## src/rtl/tank_match_if.sv

```systemverilog
// Handshake bundle between the tank match controller and the game/HUD logic.
interface tank_match_if #(
    parameter int N_PLAYERS = 2,
    parameter int HP_W      = 3
);
    logic [N_PLAYERS-1:0]      shot_hit;
    logic [N_PLAYERS-1:0]      heart_pickup;
    logic [N_PLAYERS-1:0]      tank_powerup;
    logic [31:0]               keycode;
    logic [N_PLAYERS*HP_W-1:0] hearts;
    logic [N_PLAYERS-1:0]      alive;
    logic [N_PLAYERS-1:0]      shield_active;
    logic [N_PLAYERS-1:0]      invuln;
    logic                      heart_showup;
    logic                      game_over;
    logic [N_PLAYERS-1:0]      winner;
    logic [1:0]                state;

    modport master (
        output shot_hit, heart_pickup, tank_powerup, keycode,
        input  hearts, alive, shield_active, invuln, heart_showup, game_over, winner, state
    );

    modport slave (
        input  shot_hit, heart_pickup, tank_powerup, keycode,
        output hearts, alive, shield_active, invuln, heart_showup, game_over, winner, state
    );
endinterface

```

## src/rtl/tank_match_ctrl.sv

```systemverilog
// N-player tank match controller: hearts, invulnerability frames, timed heart spawns, restart key.
// The optional one-hit shield is compiled in when TANK_SHIELD_EN is defined.
module tank_match_ctrl #(
    parameter int         N_PLAYERS    = 2,
    parameter int         MAX_HP       = 3,
    parameter int         HP_W         = 3,
    parameter int         IFRAMES      = 30,
    parameter int         HEART_PERIOD = 600,
    parameter logic [7:0] RESTART_KEY  = 8'h0A
) (
    input  logic        frame_clk,
    input  logic        Reset,
    tank_match_if.slave bus
);

    typedef enum logic [1:0] {
        ST_PLAY = 2'd0,
        ST_OVER = 2'd1
    } state_e;

    localparam int HPX_W = HP_W + 1;
    localparam int IF_W  = $clog2(IFRAMES + 1);
    localparam int SP_W  = $clog2(HEART_PERIOD);
    localparam int CNT_W = $clog2(N_PLAYERS + 1);
    localparam logic [HPX_W-1:0]          MAX_HP_X     = HPX_W'(MAX_HP);
    localparam logic [HP_W-1:0]           MAX_HP_V     = HP_W'(MAX_HP);
    localparam logic [IF_W-1:0]           IFRAMES_V    = IF_W'(IFRAMES);
    localparam logic [SP_W-1:0]           SPAWN_TRIG_V = SP_W'(HEART_PERIOD - 2);
    localparam logic [N_PLAYERS*HP_W-1:0] HEARTS_FULL  = {N_PLAYERS{MAX_HP_V}};

    state_e                    state_q, state_d;
    logic [N_PLAYERS*HP_W-1:0] hearts_q, hearts_d;
    logic [N_PLAYERS-1:0]      alive_q, alive_d;
    logic [N_PLAYERS-1:0]      invuln_q, invuln_d;
    logic [N_PLAYERS-1:0]      winner_q, winner_d;
    logic [N_PLAYERS-1:0]      shot_prev_q, shot_prev_d;
    logic                      key_prev_q, key_prev_d;
    logic [IF_W-1:0]           iframe_q [N_PLAYERS];
    logic [IF_W-1:0]           iframe_d [N_PLAYERS];
    logic [SP_W-1:0]           spawn_q, spawn_d;
    logic                      showup_q, showup_d;
    logic                      game_over_q, game_over_d;

    logic [N_PLAYERS-1:0]      shot_evt_s;
    logic [N_PLAYERS-1:0]      pick_win_s;
    logic [N_PLAYERS-1:0]      shield_cur_s;
    logic                      key_match_s;
    logic                      key_evt_s;
    logic                      play_s;
    logic [N_PLAYERS*HP_W-1:0] tk_hearts_s;
    logic [N_PLAYERS-1:0]      tk_alive_s;
    logic [IF_W-1:0]           tk_iframe_s [N_PLAYERS];
    logic [CNT_W-1:0]          alive_cnt_s;

`ifdef TANK_SHIELD_EN
    logic [N_PLAYERS-1:0] shield_q, shield_d;
    logic [N_PLAYERS-1:0] pow_prev_q, pow_prev_d;
    logic [N_PLAYERS-1:0] pow_evt_s;
    logic [N_PLAYERS-1:0] tk_shield_s;
    assign shield_cur_s      = shield_q;
    assign pow_evt_s         = bus.tank_powerup & ~pow_prev_q;
    assign bus.shield_active = shield_q;
`else
    logic unused_powerup_s;
    assign unused_powerup_s  = ^bus.tank_powerup;
    assign shield_cur_s      = '0;
    assign bus.shield_active = '0;
`endif

    assign key_match_s = (bus.keycode[7:0]   == RESTART_KEY) ||
                         (bus.keycode[15:8]  == RESTART_KEY) ||
                         (bus.keycode[23:16] == RESTART_KEY) ||
                         (bus.keycode[31:24] == RESTART_KEY);
    assign key_evt_s   = key_match_s & ~key_prev_q;
    assign shot_evt_s  = bus.shot_hit & ~shot_prev_q;
    assign play_s      = (state_q == ST_PLAY);

    // Lowest-index alive tank touching the visible heart takes it.
    always_comb begin
        logic taken_v;
        taken_v    = 1'b0;
        pick_win_s = '0;
        for (int i = 0; i < N_PLAYERS; i++) begin
            if (!taken_v && play_s && showup_q && alive_q[i] && bus.heart_pickup[i]) begin
                pick_win_s[i] = 1'b1;
                taken_v       = 1'b1;
            end else begin
                pick_win_s[i] = 1'b0;
            end
        end
    end

    // Per-tank damage, heal, shield and iframe update for one frame.
    always_comb begin
        logic             hit_v;
        logic             dmg_v;
        logic [HPX_W-1:0] sum_v;
        tk_hearts_s = hearts_q;
        tk_alive_s  = alive_q;
        tk_iframe_s = iframe_q;
`ifdef TANK_SHIELD_EN
        tk_shield_s = shield_q;
`endif
        for (int i = 0; i < N_PLAYERS; i++) begin
            hit_v = 1'b0;
            dmg_v = 1'b0;
            sum_v = '0;
            tk_iframe_s[i] = (iframe_q[i] != '0) ? (iframe_q[i] - IF_W'(1)) : '0;
            if (play_s && alive_q[i]) begin
                hit_v = shot_evt_s[i] && (iframe_q[i] == '0);
                dmg_v = hit_v && !shield_cur_s[i];
                // Heal saturates at the ceiling before a same-frame hit is taken off.
                sum_v = {1'b0, hearts_q[i*HP_W +: HP_W]} + {{HP_W{1'b0}}, pick_win_s[i]};
                sum_v = (sum_v > MAX_HP_X) ? MAX_HP_X : sum_v;
                sum_v = sum_v - {{HP_W{1'b0}}, dmg_v};
                tk_hearts_s[i*HP_W +: HP_W] = sum_v[HP_W-1:0];
                tk_alive_s[i] = (sum_v != '0);
                tk_iframe_s[i] = hit_v ? IFRAMES_V : tk_iframe_s[i];
`ifdef TANK_SHIELD_EN
                tk_shield_s[i] = (shield_q[i] & ~hit_v) | pow_evt_s[i];
`endif
            end else begin
                tk_alive_s[i] = alive_q[i];
            end
        end
    end

    // Survivor count after this frame's damage.
    always_comb begin
        alive_cnt_s = '0;
        for (int i = 0; i < N_PLAYERS; i++) begin
            alive_cnt_s = alive_cnt_s + CNT_W'(tk_alive_s[i]);
        end
    end

    // Next state: the match ends once at most one tank survives; a fresh key press restarts.
    always_comb begin
        state_d = state_q;
        case (state_q)
            ST_PLAY: state_d = (alive_cnt_s <= CNT_W'(1)) ? ST_OVER : ST_PLAY;
            ST_OVER: state_d = key_evt_s ? ST_PLAY : ST_OVER;
            default: state_d = ST_PLAY;
        endcase
    end

    // Next values for every registered output, counter and edge-detect history.
    always_comb begin
        hearts_d    = hearts_q;
        alive_d     = alive_q;
        winner_d    = winner_q;
        game_over_d = game_over_q;
        showup_d    = showup_q;
        spawn_d     = spawn_q;
        shot_prev_d = bus.shot_hit;
        key_prev_d  = key_match_s;
        iframe_d    = tk_iframe_s;
`ifdef TANK_SHIELD_EN
        shield_d    = shield_q;
        pow_prev_d  = bus.tank_powerup;
`endif
        if (state_q == ST_OVER) begin
            if (key_evt_s) begin
                hearts_d    = HEARTS_FULL;
                alive_d     = '1;
                winner_d    = '0;
                game_over_d = 1'b0;
                showup_d    = 1'b0;
                spawn_d     = '0;
                shot_prev_d = '0;
                key_prev_d  = 1'b0;
                for (int i = 0; i < N_PLAYERS; i++) begin
                    iframe_d[i] = '0;
                end
`ifdef TANK_SHIELD_EN
                shield_d    = '0;
                pow_prev_d  = '0;
`endif
            end else begin
                hearts_d = hearts_q;
            end
        end else begin
            hearts_d = tk_hearts_s;
            alive_d  = tk_alive_s;
`ifdef TANK_SHIELD_EN
            shield_d = tk_shield_s;
`endif
            if (showup_q) begin
                showup_d = ~(|pick_win_s);
            end else if (spawn_q == SPAWN_TRIG_V) begin
                showup_d = 1'b1;
                spawn_d  = '0;
            end else begin
                spawn_d  = spawn_q + SP_W'(1);
            end
            if (state_d == ST_OVER) begin
                game_over_d = 1'b1;
                winner_d    = tk_alive_s;
                showup_d    = 1'b0;
            end else begin
                game_over_d = 1'b0;
                winner_d    = '0;
            end
        end
        for (int i = 0; i < N_PLAYERS; i++) begin
            invuln_d[i] = (iframe_d[i] != '0);
        end
    end

    // Match state register.
    always_ff @(posedge frame_clk) begin
        if (Reset) begin
            state_q <= ST_PLAY;
        end else begin
            state_q <= state_d;
        end
    end

    // Registered outputs, counters and edge-detect history.
    always_ff @(posedge frame_clk) begin
        if (Reset) begin
            hearts_q    <= HEARTS_FULL;
            alive_q     <= '1;
            invuln_q    <= '0;
            winner_q    <= '0;
            shot_prev_q <= '0;
            key_prev_q  <= 1'b0;
            spawn_q     <= '0;
            showup_q    <= 1'b0;
            game_over_q <= 1'b0;
            for (int i = 0; i < N_PLAYERS; i++) begin
                iframe_q[i] <= '0;
            end
`ifdef TANK_SHIELD_EN
            shield_q    <= '0;
            pow_prev_q  <= '0;
`endif
        end else begin
            hearts_q    <= hearts_d;
            alive_q     <= alive_d;
            invuln_q    <= invuln_d;
            winner_q    <= winner_d;
            shot_prev_q <= shot_prev_d;
            key_prev_q  <= key_prev_d;
            spawn_q     <= spawn_d;
            showup_q    <= showup_d;
            game_over_q <= game_over_d;
            for (int i = 0; i < N_PLAYERS; i++) begin
                iframe_q[i] <= iframe_d[i];
            end
`ifdef TANK_SHIELD_EN
            shield_q    <= shield_d;
            pow_prev_q  <= pow_prev_d;
`endif
        end
    end

    assign bus.hearts       = hearts_q;
    assign bus.alive        = alive_q;
    assign bus.invuln       = invuln_q;
    assign bus.heart_showup = showup_q;
    assign bus.game_over    = game_over_q;
    assign bus.winner       = winner_q;
    assign bus.state        = state_q;

endmodule
```

## src/flat_wrapper.sv

```systemverilog
// flat-port wrapper written by rule: the top's interface ports become plain ports
module tank_match_ctrl_flat 
#(
    parameter int         N_PLAYERS    = 2,
    parameter int         MAX_HP       = 3,
    parameter int         HP_W         = 3,
    parameter int         IFRAMES      = 30,
    parameter int         HEART_PERIOD = 600,
    parameter logic [7:0] RESTART_KEY  = 8'h0A
)
  (frame_clk, Reset, bus_shot_hit, bus_heart_pickup, bus_tank_powerup, bus_keycode, bus_hearts, bus_alive, bus_shield_active, bus_invuln, bus_heart_showup, bus_game_over, bus_winner, bus_state);
  tank_match_if #(.N_PLAYERS(N_PLAYERS), .HP_W(HP_W)) bus_i ();
  input  logic frame_clk;
  input  logic Reset;
  input wire logic [$bits(bus_i.shot_hit)-1:0] bus_shot_hit;
  input wire logic [$bits(bus_i.heart_pickup)-1:0] bus_heart_pickup;
  input wire logic [$bits(bus_i.tank_powerup)-1:0] bus_tank_powerup;
  input wire logic [$bits(bus_i.keycode)-1:0] bus_keycode;
  output wire logic [$bits(bus_i.hearts)-1:0] bus_hearts;
  output wire logic [$bits(bus_i.alive)-1:0] bus_alive;
  output wire logic [$bits(bus_i.shield_active)-1:0] bus_shield_active;
  output wire logic [$bits(bus_i.invuln)-1:0] bus_invuln;
  output wire logic [$bits(bus_i.heart_showup)-1:0] bus_heart_showup;
  output wire logic [$bits(bus_i.game_over)-1:0] bus_game_over;
  output wire logic [$bits(bus_i.winner)-1:0] bus_winner;
  output wire logic [$bits(bus_i.state)-1:0] bus_state;
  assign bus_i.shot_hit = bus_shot_hit;
  assign bus_i.heart_pickup = bus_heart_pickup;
  assign bus_i.tank_powerup = bus_tank_powerup;
  assign bus_i.keycode = bus_keycode;
  assign bus_hearts = bus_i.hearts;
  assign bus_alive = bus_i.alive;
  assign bus_shield_active = bus_i.shield_active;
  assign bus_invuln = bus_i.invuln;
  assign bus_heart_showup = bus_i.heart_showup;
  assign bus_game_over = bus_i.game_over;
  assign bus_winner = bus_i.winner;
  assign bus_state = bus_i.state;
  tank_match_ctrl #(.N_PLAYERS(N_PLAYERS), .MAX_HP(MAX_HP), .HP_W(HP_W), .IFRAMES(IFRAMES), .HEART_PERIOD(HEART_PERIOD), .RESTART_KEY(RESTART_KEY)) u_core (.frame_clk(frame_clk), .Reset(Reset), .bus(bus_i));
endmodule
```

## config.mk

```make
export PLATFORM = sky130hd
export DESIGN_NAME = tank_match_ctrl_flat
export DESIGN_NICKNAME = d
export VERILOG_FILES = /design/src/rtl/tank_match_if.sv /design/src/rtl/tank_match_ctrl.sv /design/src/flat_wrapper.sv
export SDC_FILE = /design/constraint.sdc
export NUM_CORES = 1
export LEC_CHECK = 0
export ABC_AREA = 1
export CAP_MARGIN = 30
export CELL_PAD_IN_SITES_DETAIL_PLACEMENT = 1
export CELL_PAD_IN_SITES_GLOBAL_PLACEMENT = 1
export CORE_MARGIN = 5
export CORE_UTILIZATION = 31
export CTS_CLUSTER_SIZE = 24
export DETAILED_ROUTE_END_ITERATION = 16
export HOLD_SLACK_MARGIN = 0.05
export PLACE_DENSITY = 0.75
export SLEW_MARGIN = 5
export SYNTH_ARGS = -nofsm -noshare
export SYNTH_HDL_FRONTEND = slang
export SYNTH_SLANG_ARGS = --single-unit
```

## constraint.sdc

```tcl
create_clock -name frame_clk -period 2.6 [get_ports frame_clk]
set_clock_uncertainty 0.05 [all_clocks]
set_input_delay 0.65 -clock frame_clk [delete_from_list [all_inputs] [get_ports frame_clk]]
set_output_delay 0.65 -clock frame_clk [all_outputs]
set_load 0.03 [all_outputs]
```

-- After elaboration in Yosys (flattened, before gate mapping)
Index checks and enable logic that the tools add are counted.
- add/sub/neg operators: 8
- multiply operators: 0
- div/mod/pow operators: 0
- magnitude comparators: 3
- eq/ne operators: 9
- shifts and indexed selects: 0
- muxes and demuxes: 41
- bitwise operators: 5
- reductions and logical operators: 30
- operators by type and width (cell ; count):
    $mux W10 ; 6
    $eq A8 B4 Y1 const B ; 4
    $mux W5 ; 6
    $reduce_bool A5 Y1 ; 4
    $mux W1 ; 15
    $mux W2 ; 7
    $mux W6 ; 2
    $logic_and A1 B1 Y1 ; 11
    $add A10 B1 Y10 const B ; 1
    $eq A10 B10 Y1 const B ; 1
    $logic_not A5 Y1 ; 2
    $sub A5 B1 Y5 const B ; 2
    $add A3 B1 Y4 ; 2
    $gt A4 B2 Y1 const B ; 2
    $mux W4 ; 2
    $reduce_bool A4 Y1 ; 2
    $sub A4 B1 Y4 ; 2
    $mux W3 ; 2
    $reduce_and A2 Y1 ; 3
    $eq A2 B1 Y1 const B ; 2
    $pmux W2 S2 ; 1
    $reduce_bool A2 Y1 ; 2
    $logic_or A1 B1 Y1 ; 3
    $add A1 B1 Y2 ; 1
    other kinds (10) ; 11
- register bits: 39
- latch bits: 0
- bits in writable memories: 0
- ROM bits: 0
- bits of input ports: 40
- output and inout bits: 18
- logic and storage cells: 109
- memories kept: 0

-- Longest topological paths before layout
- depth in word-level cells: 24
- depth in mapped cells: 21
- gate-level depth less buffers: 21

-- Worst setup path after synthesis
OpenSTA, ideal clock, no wires.
- path kind: flip-flop to flip-flop
- from: reg u_core.alive_q[0], in the netlist u_core.bus.alive[0]
- to: reg u_core.game_over_q, in the netlist u_core.bus.game_over
- library setup time: 0.128 ns
- arrival time: 2.727 ns
- slack: -0.305 ns
- cell stages (with the launch flop): 22
- buffers on the path: 0
- period minus slack after synthesis: 2.905 ns
- cell sequence: dfxtp_1 -> inv_1 -> nor2_2 -> inv_2 -> nor2_1 -> nor4_1 -> ha_1 -> ha_1 -> or2_1 -> nand2_1 -> inv_1 -> nor2_1 -> ha_1 -> ha_1 -> nand2_1 -> nor3_2 -> nand2_1 -> nand2_1 -> nand2_1 -> nand2_1 -> nor2_1 -> nor2_1
- longest elaborated chain between the ends: 22
- ends and longest elaborated chain (what ; line ; text):
    start, declared ; tank_match_ctrl.sv:33 ; logic [N_PLAYERS-1:0] alive_q, alive_d;
    start signal, assigned ; tank_match_ctrl.sv:239 ; alive_q <= alive_d;
    $logic_and A1 B1 Y1 (2 in series) ; tank_match_ctrl.sv:84 ; if (!taken_v && play_s && showup_q && alive_q[i] && bus.heart_pickup[i]) begin
    $mux W1 ; tank_match_ctrl.sv:84 ;
    $logic_not A1 Y1 ; tank_match_ctrl.sv:84 ;
    $logic_and A1 B1 Y1 (4 in series) ; tank_match_ctrl.sv:84 ;
    $mux W1 ; tank_match_ctrl.sv:84 ;
    $add A3 B1 Y4 ; tank_match_ctrl.sv:113 ; sum_v = {1'b0, hearts_q[i*HP_W +: HP_W]} + {{HP_W{1'b0}}, pick_win_s[i]};
    $gt A4 B2 Y1 ; tank_match_ctrl.sv:114 ; sum_v = (sum_v > MAX_HP_X) ? MAX_HP_X : sum_v;
    $mux W4 ; tank_match_ctrl.sv:114 ;
    (+2 left out) ; - ;
    $mux W1 ; tank_match_ctrl.sv:109 ; if (play_s && alive_q[i]) begin
    $add A1 B1 Y2 * ; tank_match_ctrl.sv:132 ; alive_cnt_s = alive_cnt_s + CNT_W'(tk_alive_s[i]);
    $le A2 B1 Y1 * ; tank_match_ctrl.sv:140 ; ST_PLAY: state_d = (alive_cnt_s <= CNT_W'(1)) ? ST_OVER : ST_PLAY;
    $mux W1 * ; tank_match_ctrl.sv:140 ;
    $pmux W2 S2 * ; tank_match_ctrl.sv:139 ; case (state_q)
    $eq A2 B1 Y1 * ; tank_match_ctrl.sv:195 ; if (state_d == ST_OVER) begin
    $mux W1 * ; tank_match_ctrl.sv:195 ;
    $mux W1 * ; tank_match_ctrl.sv:161 ; if (state_q == ST_OVER) begin
    end signal, assigned ; tank_match_ctrl.sv:246 ; game_over_q <= game_over_d;
    end, declared ; tank_match_ctrl.sv:42 ; logic game_over_q, game_over_d;
Every way passes the cells marked *; elsewhere a longest branch is shown, timed or not.
A chain may end at the register's enable or synchronous reset.

-- Final worst setup path
- from: reg u_core.state_q[0], in the netlist u_core.bus.state[0]
- to: reg u_core.winner_q[0], in the netlist u_core.bus.winner[0]
- longest elaborated chain between the ends: 24
- ends and longest elaborated chain (what ; line ; text):
    start, declared ; tank_match_ctrl.sv:31 ; state_e state_q, state_d;
    start signal, assigned ; tank_match_ctrl.sv:214 ; state_q <= state_d;
    $logic_not A2 Y1 ; tank_match_ctrl.sv:76, tank_match_ctrl.sv:139 ;
    $logic_and A1 B1 Y1 (3 in series) ; tank_match_ctrl.sv:84 ;
    $mux W1 ; tank_match_ctrl.sv:84 ;
    $logic_not A1 Y1 ; tank_match_ctrl.sv:84 ;
    $logic_and A1 B1 Y1 (4 in series) ; tank_match_ctrl.sv:84 ;
    $mux W1 ; tank_match_ctrl.sv:84 ;
    $add A3 B1 Y4 ; tank_match_ctrl.sv:113 ;
    $gt A4 B2 Y1 ; tank_match_ctrl.sv:114 ;
    (+3 left out) ; - ;
    $mux W1 ; tank_match_ctrl.sv:109 ;
    $add A1 B1 Y2 ; tank_match_ctrl.sv:132 ;
    $le A2 B1 Y1 ; tank_match_ctrl.sv:140 ;
    $mux W1 ; tank_match_ctrl.sv:140 ;
    $pmux W2 S2 ; tank_match_ctrl.sv:139 ;
    $eq A2 B1 Y1 ; tank_match_ctrl.sv:195 ;
    $mux W2 ; tank_match_ctrl.sv:195 ;
    $mux W2 ; tank_match_ctrl.sv:161 ;
    end signal, assigned ; tank_match_ctrl.sv:241 ; winner_q <= winner_d;
    end, declared ; tank_match_ctrl.sv:35 ; logic [N_PLAYERS-1:0] winner_q, winner_d;
Parallel ways exist; a longest one is shown, timed or not.

==> metrics.md <==
| Metric | Value |
|---|---|
| Status | complete, but fails checks |
| Failing checks | negative setup slack |
| Vias per inst | 4.77 |
| CP peak stage delay | 0.38 ns |
| Worst path cell trace | nor2_4 -> inv_2 -> nor2_4 -> nor4_2 -> ha_2 -> ha_4 -> or2_1 -> nand2_2 -> inv_2 -> nor2_4 -> ha_4 -> ha_4 -> nand2_2 -> nor3_2 -> nand2_1 -> nand2_2 -> nand4_1 -> a21oi_1 |
| Share of cells above drive strength 1 | 0.228 |
| Final WS setup | -0.0407 ns |
| CP max FO | 3 |
| Final setup vio count | 4 |
| WS Path Type | flip-flop to flip-flop |
| EDFF count, synth | 0 |
| Largest net degree at the start of global routing | 19 |
| Final TNS setup | -0.0833 ns |
| Max clock buf depth | 2 |
| Unique cell type count in the Yosys netlist | 33 |
| Required @ worst endpoint | 2.78 ns |
| Clock latency on the worst-skew pair | 0.30 ns |
| Pre-CTS WS | -0.749 ns |
| Rows | 31 |
| Fmax | 379 MHz |
| Synth Cell Area | 0.00227 mm2 |
| DR iter-0 viols | 45 |
| Number of I/O pins | 58 |
| Vias in the first global route | 2549 |
| Area leader, netlist | dfxtp_1 |
| Initial antenna violation count | 0 |
| Drt drc | 0 |
| Cells after synthesis | 334 |
| Final core occ | 0.459 |
| Num CTS Buffers | 5 |
| Die area | 0.00912 mm2 |
| Power Density | 934 mW/mm2 |
| Leakage power | 0.00141 uW |
| Grt ovf | 0 |
| Total wire length | 7130 um |
| Syn Area/Cell | 6.79 um2 |
| DRT Pass-1 Iters | 4 |
| Async SR Flop Fraction | 0 |
| Yosys top cell area share | 0.336 |
| Post-synthesis register bit count | 38 |
| Slew Viols, Final | 0 |
| CORE AREA | 0.00718 mm2 |
| TritonCTS clock tree | yes |
| Final instance area | 0.00330 mm2 |
| Global router's overall resource usage | 0.157 |
| Detailed placer's ending HPWL | 5410 um |
| Clock Root Buffer | clkbuf_8 |
| Final period utilization | 1.02 |
| Die X | 95.5 um |
| Synthesis warning total | 0 |
| Maxcap violations | 0 |
| Htree depth | 2 |
| ANT cells | 0 |
| Die height | 95.5 um |
| Sequential element share of the synthesized area | 0.336 |
| Synth area leaders | dfxtp_1 34%, nand2_1 10%, nand3_1 8.8% |
| Hold crit path type | flip-flop to flip-flop |
| DRT antenna net count | 0 |
| RSZ-0062 raised after global routing | yes |
| Min Hold Slack | 0.443 ns |
| Total number of vias | 2440 |
| Tmin final | 2.64 ns |
| CTS sink cnt | 38 |
| Global placer's final weighted congestion | 0.748 |
| Routed WL per cell | 13.9 um |
| Dpl cell area | 0.00303 mm2 |
| Dominant synthesized flop cell | dfxtp_1 |
| Setup crit start kind | flip-flop |
| Critical path endpoint category | flip-flop |
| Layout area overhead | 45.4% |
| Port Buffer Count | 52 |
| Global-route wire length before repair | 11500 um |
| Fill cells | 916 |
| Clock Pin Slew Worst Setup and Hold Paths | 0.08 ns |
| Max VDD drop | 0.000294 V |
| Crit path DAT | 2.82 ns |
| Final hold viol count | 0 |
| Nets | 466 |
| Initial Util | 0.316 |
| Slowest-stage cell, CP | dfxtp_4 |
layer usage:
| metal | part of all wire | global-route usage | up-vias |
|---|---|---|---|
| li1 | - | - | 1222 |
| met1 | 0.42 | 0.175 | 1154 |
| met2 | 0.52 | 0.299 | 55 |
| met3 | 0.045 | 0.0276 | 9 |
| met4 | 0.014 | 0.0486 | 0 |
| met5 | 0 | 0 | - |
cells by family (layout without fill, tap and decap cells):
| family | Yosys count | after routing | synth area share |
|---|---|---|---|
| buf+inv | 55 | 132 | 0.109 |
| simple gates | 182 | 182 | 0.365 |
| xor+xnor | 1 | 1 | 0.00386 |
| compound gates | 43 | 43 | 0.107 |
| other cells | 1 | 3 | 0.00165 |
| fa+ha+maj | 14 | 14 | 0.0773 |
| flops | 38 | 38 | 0.336 |
registers in the layout, summed over array words and instances, names as in the netlist:
register and flops:
u_core.iframe_q 10, u_core.bus.hearts 6, u_core.bus.alive 2, u_core.bus.winner 2
u_core.key_prev_q 1, u_core.shot_prev_q 2, u_core.bus.invuln 2, u_core.bus.game_over 1
u_core.spawn_q 10, u_core.bus.heart_showup 1, u_core.bus.state 1
final timing paths:
kind / start / end / slack [ns] / depth (start not counted)
setup / recovery: u_core.bus.state[0] / u_core.bus.winner[0] / -0.04 / 18
hold / removal: u_core.bus.winner[1] / u_core.bus.winner[1] / 0.44 / 2
hold reg to reg: u_core.bus.winner[1] / u_core.bus.winner[1] / 0.44 / 2
setup reg to reg: u_core.bus.state[0] / u_core.bus.winner[0] / -0.04 / 18
cells in the mapped netlist (4+ instances only):
master and number:
inv_1 35, ha_1 14, inv_2 11, nand2_1 63, or2_1 5, nand2_2 4, a21oi_1 23, dfxtp_1 38
nor2_1 53, o21ai_0 8, a21oi_2 4, nand3_1 40
power breakdown:
part,internal [uW],switching (uW),leakage [uW]
combinational,765,988,0.00105
clock,213,220,0.0000472
sequential,751,142,0.000313
total,1730,1350,0.00141
critical path, delay by kind of cell (launching register included):
kind                       cells  cell delay [ns]
DFF                            1             0.38
and+or+nand+nor               11             1.23
buffers and inverters          2             0.11
AOI/OAI and AO/OA              1             0.16
adders and majority gates      4             0.65
cells in the final DEF (no fill, tap or decap), types with 5 or more instances in the layout:
master	Yosys	layout
inv_1	35	31
nand2_2	4	13
buf_4	3	24
inv_2	11	14
clkdlybuf4s50_1	0	50
nand3_1	40	37
nand2_1	63	54
a21oi_2	4	5
or2_1	5	5
o21ai_0	8	8
a21oi_1	23	22
ha_1	14	6
nor2_1	53	50
dfxtp_1	38	34
clkbuf_8	0	6
ha_4	0	6
layout make-up:
class	count	area, um2	share of cell area
multi-input combinational	243	1420	0.430
clock inverter	2	12.5	0.00380
clock buffer	6	82.6	0.0251
sequential	38	773	0.235
inverter	48	190	0.0577
tap	99	124	0.0376
timing repair buffer	76	697	0.211
per-stage QoR:
stage | instances | power [uW]
floorplan | 336 | 1930
global placement | 495 | 2430
detailed placement | 495 | 2500
CTS | 508 | 3000
global route | 512 | 3340
finish | 512 | 3080
what timing repair did:
| item | CTS | global route |
|---|---|---|
| endpoints found under the setup margin | 11 | 7 |
| gates resized for setup | 21 | 15 |
| cloned | 0 | 0 |
| hold buffers | 0 | 0 |
| pin swaps | 16 | 12 |
| setup buffers | 5 | 4 |
Note: power is estimated with default switching activity, not from simulation.
